<file path="src/rtl/cv32e40px_obi_instr_responder.sv">
`timescale 1ns/1ps
`default_nettype none
// ============================================================================
//  Module      : cv32e40px_obi_instr_responder
//  Description : OBI instruction-fetch responder backed by a synchronous
//                SRAM port. Provides configurable grant stalling, a bounded
//                number of outstanding transactions, a fixed response delay
//                and bus-error responses for out-of-range addresses.
//  Revision    : 1.0 - initial release
// ============================================================================
module cv32e40px_obi_instr_responder #(
   parameter logic [31:0] MEM_BASE        = 32'h0000_0000,
   parameter int unsigned MEM_WORDS       = 1024,
   parameter int unsigned RESP_DELAY      = 1,
   parameter int unsigned MAX_OUTSTANDING = 2,
   parameter int unsigned GNT_STALL       = 0
) (
   input  logic                         clk,
   input  logic                         rst_n,
   input  logic                         instr_req_i,
   input  logic [31:0]                  instr_addr_i,
   output logic                         instr_gnt_o,
   output logic                         instr_rvalid_o,
   output logic [31:0]                  instr_rdata_o,
   output logic                         instr_err_o,
   input  logic                         gnt_block_i,
   output logic                         mem_req_o,
   output logic [$clog2(MEM_WORDS)-1:0] mem_addr_o,
   input  logic [31:0]                  mem_rdata_i,
   output logic [2:0]                   outstanding_o,
   output logic                         busy_o
);

   localparam int          AW        = $clog2(MEM_WORDS);
   localparam logic [31:0] MEM_BYTES = 32'(MEM_WORDS * 4);
   localparam logic [2:0]  MAX_OUT   = 3'(MAX_OUTSTANDING);
   localparam logic [2:0]  STALL_MAX = 3'(GNT_STALL);

   logic [2:0]  outstanding;
   logic [2:0]  stall_cnt;
   logic [31:0] offset;
   logic        in_range;
   logic        handshake;

   // First response stage: the cycle right after the grant, when SRAM data is valid
   logic        s1_valid;
   logic        s1_err;
   logic [31:0] s1_data;

   // Final response stage presented on the bus
   logic        resp_valid;
   logic        resp_err;
   logic [31:0] resp_data;

   // Unsigned wrap makes addresses below MEM_BASE land far out of range
   assign offset   = instr_addr_i - MEM_BASE;
   assign in_range = (offset < MEM_BYTES);

   // Grant is forced low during reset even though it is purely combinational
   assign instr_gnt_o = rst_n & instr_req_i & ~gnt_block_i &
                        (outstanding < MAX_OUT) & (stall_cnt == STALL_MAX);
   assign handshake   = instr_req_i & instr_gnt_o;

   assign mem_req_o  = handshake & in_range;
   assign mem_addr_o = offset[AW+1:2];

   // Track consecutive request cycles without a grant, saturating at the stall limit
   always_ff @(posedge clk or negedge rst_n) begin
      if (!rst_n) begin
         stall_cnt <= 3'd0;
      end else if (!instr_req_i || handshake) begin
         stall_cnt <= 3'd0;
      end else if (stall_cnt != STALL_MAX) begin
         stall_cnt <= stall_cnt + 3'd1;
      end
   end

   // Outstanding count: the slot freed by a response is only visible next cycle
   always_ff @(posedge clk or negedge rst_n) begin
      if (!rst_n) begin
         outstanding <= 3'd0;
      end else if (handshake && !resp_valid) begin
         outstanding <= outstanding + 3'd1;
      end else if (!handshake && resp_valid) begin
         outstanding <= outstanding - 3'd1;
      end
   end

   // Remember that a grant happened and whether it hit the SRAM
   always_ff @(posedge clk or negedge rst_n) begin
      if (!rst_n) begin
         s1_valid <= 1'b0;
         s1_err   <= 1'b0;
      end else begin
         s1_valid <= handshake;
         s1_err   <= handshake & ~in_range;
      end
   end

   // Error responses carry zero data; good responses take the SRAM word
   assign s1_data = (s1_valid && !s1_err) ? mem_rdata_i : 32'h0;

   generate
      if (RESP_DELAY == 1) begin : g_direct
         assign resp_valid = s1_valid;
         assign resp_err   = s1_err;
         assign resp_data  = s1_data;
      end else begin : g_delay
         localparam int DL = RESP_DELAY - 1;

         logic [DL-1:0] dl_valid;
         logic [DL-1:0] dl_err;
         logic [31:0]   dl_data [DL];

         // Delay line that holds captured responses until their due cycle
         always_ff @(posedge clk or negedge rst_n) begin
            if (!rst_n) begin
               dl_valid <= '0;
               dl_err   <= '0;
               for (int k = 0; k < DL; k++) begin
                  dl_data[k] <= 32'h0;
               end
            end else begin
               dl_valid[0] <= s1_valid;
               dl_err[0]   <= s1_err;
               dl_data[0]  <= s1_data;
               for (int k = 1; k < DL; k++) begin
                  dl_valid[k] <= dl_valid[k-1];
                  dl_err[k]   <= dl_err[k-1];
                  dl_data[k]  <= dl_data[k-1];
               end
            end
         end

         assign resp_valid = dl_valid[DL-1];
         assign resp_err   = dl_err[DL-1];
         assign resp_data  = dl_data[DL-1];
      end
   endgenerate

   // Data and error are qualified by rvalid so the bus is quiet between responses
   assign instr_rvalid_o = resp_valid;
   assign instr_err_o    = resp_valid & resp_err;
   assign instr_rdata_o  = resp_valid ? resp_data : 32'h0;

   assign outstanding_o = outstanding;
   assign busy_o        = (outstanding != 3'd0);

endmodule
`default_nettype wire

</file>
<file path="config.mk">
export PLATFORM = sky130hd
export DESIGN_NAME = cv32e40px_obi_instr_responder
export DESIGN_NICKNAME = d
export VERILOG_FILES = /design/src/rtl/cv32e40px_obi_instr_responder.sv
export SDC_FILE = /design/constraint.sdc
export NUM_CORES = 1
export LEC_CHECK = 0
export CAP_MARGIN = 20
export CORE_MARGIN = 5
export CORE_UTILIZATION = 23
export DETAILED_ROUTE_END_ITERATION = 6
export PLACE_DENSITY = 0.81
export SLEW_MARGIN = 15
export SYNTH_ARGS = -nofsm -noshare
export SYNTH_HDL_FRONTEND = slang
export SYNTH_SLANG_ARGS = --single-unit
</file>
<file path="constraint.sdc">
create_clock -name clk -period 2.8 [get_ports clk]
set_input_delay 0.84 -clock clk [delete_from_list [all_inputs] [get_ports clk]]
set_output_delay 0.84 -clock clk [all_outputs]
set_load 0.03 [all_outputs]
</file>
======== Word-level counts from Yosys, hierarchy flattened ========
Index checks and enable logic that the tools add are counted.
operators by class
  bitwise gates (word level) .............. 10
  add/sub/neg operators ................... 3
  reductions and logical operators ........ 13
  muxes and demuxes ....................... 6
  order comparisons ....................... 2
operators with widths
  operator                                                                 number
  32-bit two-way mux                                                       2
  32-bit by 13-bit < comparator with 1-bit output (second input constant)  1
  3-bit two-way mux                                                        4
  1-bit bitwise AND                                                        8
  3-bit by 1-bit adder with 3-bit output (second input constant)           2
  3-bit nonzero test                                                       2
  1-bit zero test                                                          4
  2-bit nonzero test                                                       2
  1-bit logical AND                                                        3
  3-bit zero test                                                          1
  3-bit by 2-bit < comparator with 1-bit output (second input constant)    1
  3-bit by 1-bit subtractor with 3-bit output (second input constant)      1
  1-bit NOT                                                                2
  1-bit logical OR                                                         1
word-level totals
  output and inout port bits .............. 50
  flip-flop bits (word level) ............. 8
  logic and storage cells ................. 38
  input bits .............................. 68

======== Longest topological paths before layout ========
  depth in word-level cells ............... 9
  depth in mapped cells ................... 11
  gate-level depth less buffers ........... 11

======== Worst setup path after synthesis ========
No wires, ideal clock.
  path type ............................... input-to-output
  from .................................... in gnt_block_i
  to ...................................... out mem_req_o
  data required time ...................... 1.960 ns
  path slack .............................. 0.267 ns
  stages .................................. 4
  path buffers ............................ 0
  data arrival time ....................... 1.693 ns
  cell sequence ........................... nor3_2 nand4_2 inv_2 and4_1
on the way
  cells in the longest elaborated chain, start to end .. 6
ends and longest elaborated chain
  what                             line  source
  start, declared                  26    input logic gnt_block_i,
  1-bit NOT                        60    assign instr_gnt_o = rst_n & instr_req_i & ~gnt_block_i &
  1-bit bitwise AND (2 in series)  60
  1-bit bitwise AND                61    (outstanding < MAX_OUT) & (stall_cnt == STALL_MAX);
  named net instr_gnt_o            22    output logic instr_gnt_o,
  1-bit bitwise AND                62    assign handshake = instr_req_i & instr_gnt_o;
  1-bit bitwise AND                64    assign mem_req_o = handshake & in_range;
  end, declared                    27    output logic mem_req_o,
The timed path passes the listed nets, and every way through them passes these cells.

======== Worst setup path after layout ========
  from .................................... in rst_n
  to ...................................... out mem_req_o
on the way
  cells in the longest elaborated chain, start to end .. 6
ends and longest elaborated chain
  what                             line  source
  start, declared                  19    input logic rst_n,
  1-bit bitwise AND (3 in series)  60
  1-bit bitwise AND                61
  1-bit bitwise AND                62
  1-bit bitwise AND                64
No other way between the ends.

==> results.py <==
metrics = {
    "run_status": {
        "status": "finished, final reports clean",
    },
    "power": {
        "p_total_mw": 0.281,
        "ir_drop_uv": 103,
        "p_leak_nw": 0.905,
        "powerDensity_nw_per_um2": 160,
    },
    "floorplanning": {
        "start_util_pct": 23.5,
        "die_width_um": 68.0,
        "die-area_um2": 4620,
        "rows": 21,
        "core-area_um2": 3280,
        "boundaryPins": 118,
        "die_height_um": 68.0,
    },
    "worst_setup_path": {
        "cp.required_ps": 1960,
        "regToRegSetupSlack_ps": 470,
        "cp-startpoint": "rst_n",
        "start_kind": "input pin",
        "crit_type": "in2out",
        "critPathCaptureType": "output port",
        "cp.arrival_ps": 1910,
        "timing.rr.start": "stall_cnt[0]",
        "critPathMaxFanout": 2,
    },
    "final_layout": {
        "area_growth_pct": 128,
        "fillerInstances": 291,
        "final-seq-area_um2": 200,
        "final_common_cell": "buf_4",
        "mostFrequentLayoutCells": "44 x buf_4, 42 x clkdlybuf4s50_1, 33 x and2_1, 11 x dlygate4sd2_1",
        "layout-drive-gt1-share_pct": 31.2,
        "nets": 260,
        "multi_input_area_um2": 482,
        "num_antenna_cells": 0,
    },
    "timing": {
        "fmax_mhz": 364,
        "drv_slew": 0,
        "period_share_pct": 98.1,
        "hold_viol": 0,
        "relSlewSlack_pct": 77.8,
        "tightest_slew_ps": 332,
        "setup_tns_ps": 0,
        "timing.final.crit_period_ps": 2750,
        "rsz0062_at_grt": "no",
        "worst_slack_ps": 53.4,
        "hold-worst-slack_ps": 547,
        "setup_viol": 0,
        "skew_ps": 1.91,
    },
    "clock_tree": {
        "cts-root-buf": "clkbuf_4",
        "cts_max_path_buffers": 2,
        "cts_hold_buf": 0,
        "h-tree-depth": 1,
        "insertion_delay_ps": 250,
        "cts_buffers": 3,
        "cts.sinks": 8,
        "cts_tree": "done",
        "clk_pin_slew_ps": 50,
    },
    "logic_synthesis": {
        "synth_area_um2": 773,
        "synth_seq_area_share_pct": 25.9,
        "synthDistinctLibCells": 25,
        "postSynthAreaPerCell_um2": 8.69,
        "ys_seq_elements": 8,
        "synth_nets": 161,
        "ys_warn_count": 0,
        "syn_inst": 89,
    },
    "min_path": {
        "worstHoldStart": "outstanding_o[0]",
        "hp-class": "reg2reg",
    },
    "drt": {
        "drt_wl_total_um": 3040,
        "via_per_inst": 4.19,
        "first_iter_violations": 10,
        "drc": 0,
        "vias": 971,
        "drtPass1Iterations": 4,
        "wl_per_cell_um": 13.1,
        "postRouteAntennaNets": 0,
    },
    "placed_design": {
        "finalWeightedCongestion": 0.678,
        "dp_hpwl_um": 2630,
        "dp_slack_ps": -114,
        "port_buffers": 95,
    },
    "global_route": {
        "grt_overflow": 0,
        "grt_pass1_wl_um": 4130,
        "grt_max_degree": 33,
        "antenna_found_initial": 0,
        "grt_pass1_vias": 986,
        "track_usage_pct": 11.7,
    },
    "flow_run": {
        "max-cap-violations": 0,
    },
}
through the flow:
step | cells | utilization [%] | cell area [um^2]
final | 232 | 53.7 | 1760
after global routing | 232 | 53.7 | 1760
after CTS | 230 | 52.3 | 1720
after detailed placement | 226 | 51.4 | 1690
after global placement | 226 | 51.4 | 1690
after floorplan | 89 | - | 773
cell families after synthesis:
family | share of synthesized area [%]
AND/OR/NAND/NOR | 42.9
buffers and inverters | 14.6
flip-flops | 25.9
XOR/XNOR | 4.53
adder cells (fa/ha/maj) | 7.44
AO/OA/AOI/OAI | 1.78
multiplexers | 2.91
power by group:
part	internal (mW)	switching, mW	leakage (nW)
Clock	0.0489	0.0376	0.0138
Sequential	0.116	0	0.0961
Combinational	0.0636	0.0153	0.795
path summary, 6_finish.rpt:
check,cells past startpoint,end
min,1,outstanding_o[0]
min in group asynchronous,2,instr_rvalid_o
min reg2reg,1,outstanding_o[0]
max reg2reg,12,outstanding_o[2]
max,5,mem_req_o
max in group asynchronous,2,resp_err
routing by layer:
layer  vias up  part of all wire, %  GRT usage (%)
met3         4                   19           5.25
met1       416                   32           10.3
met4         0                  1.4           5.96
li1        471                    -              -
met2        80                   47           21.9
met5         -                    0              0
repair_timing:
action                                  4_1_cts  5_1_grt
endpoints found under the hold margin         0        0
setup buffers                                 1        2
endpoints found under the setup margin        2        1
gates resized for setup                      14        9
pin swaps                                     8        7
cells in the mapped netlist:
master / instances / share of area [%]
dfrtp_1: 8 / 26
xor2_1: 2 / 2.3
nor2b_4: 1 / 1.8
mux2_1: 1 / 1.5
fa_1: 1 / 2.6
inv_1: 5 / 2.4
o21a_1: 1 / 0.97
mux2_2: 1 / 1.5
nor3b_1: 1 / 0.97
clkbuf_2: 3 / 1.9
and3_2: 1 / 0.97
and3_1: 2 / 1.6
xnor2_1: 2 / 2.3
nor3_2: 1 / 1.3
nor4_1: 5 / 4.0
buf_4: 10 / 9.7
or3_2: 1 / 0.97
and2_1: 33 / 27
and4_1: 1 / 1.1
inv_2: 1 / 0.48
ha_1: 3 / 4.9
nor2b_1: 1 / 0.81
nand4_2: 1 / 1.6
a31oi_1: 1 / 0.81
nor2_1: 2 / 0.97
state kept, by name (all words and copies together), names as in the netlist:
register        count
resp_err            1
outstanding_o       3
stall_cnt           3
instr_rvalid_o      1
worst max-delay path: stages:
cell,delay [ps]
clkdlybuf4s50_1,510
nand4_2,140
inv_2,80
and4_1,210
buf_6,140
layout make-up:
type	instances	area share, %
clock buffer	3	1.28
inverter	6	1.28
multi-input combinational	62	27.3
sequential	8	11.4
tap	46	3.26
timing repair buffer	107	55.5
Power figures use the tool's default switching activity.
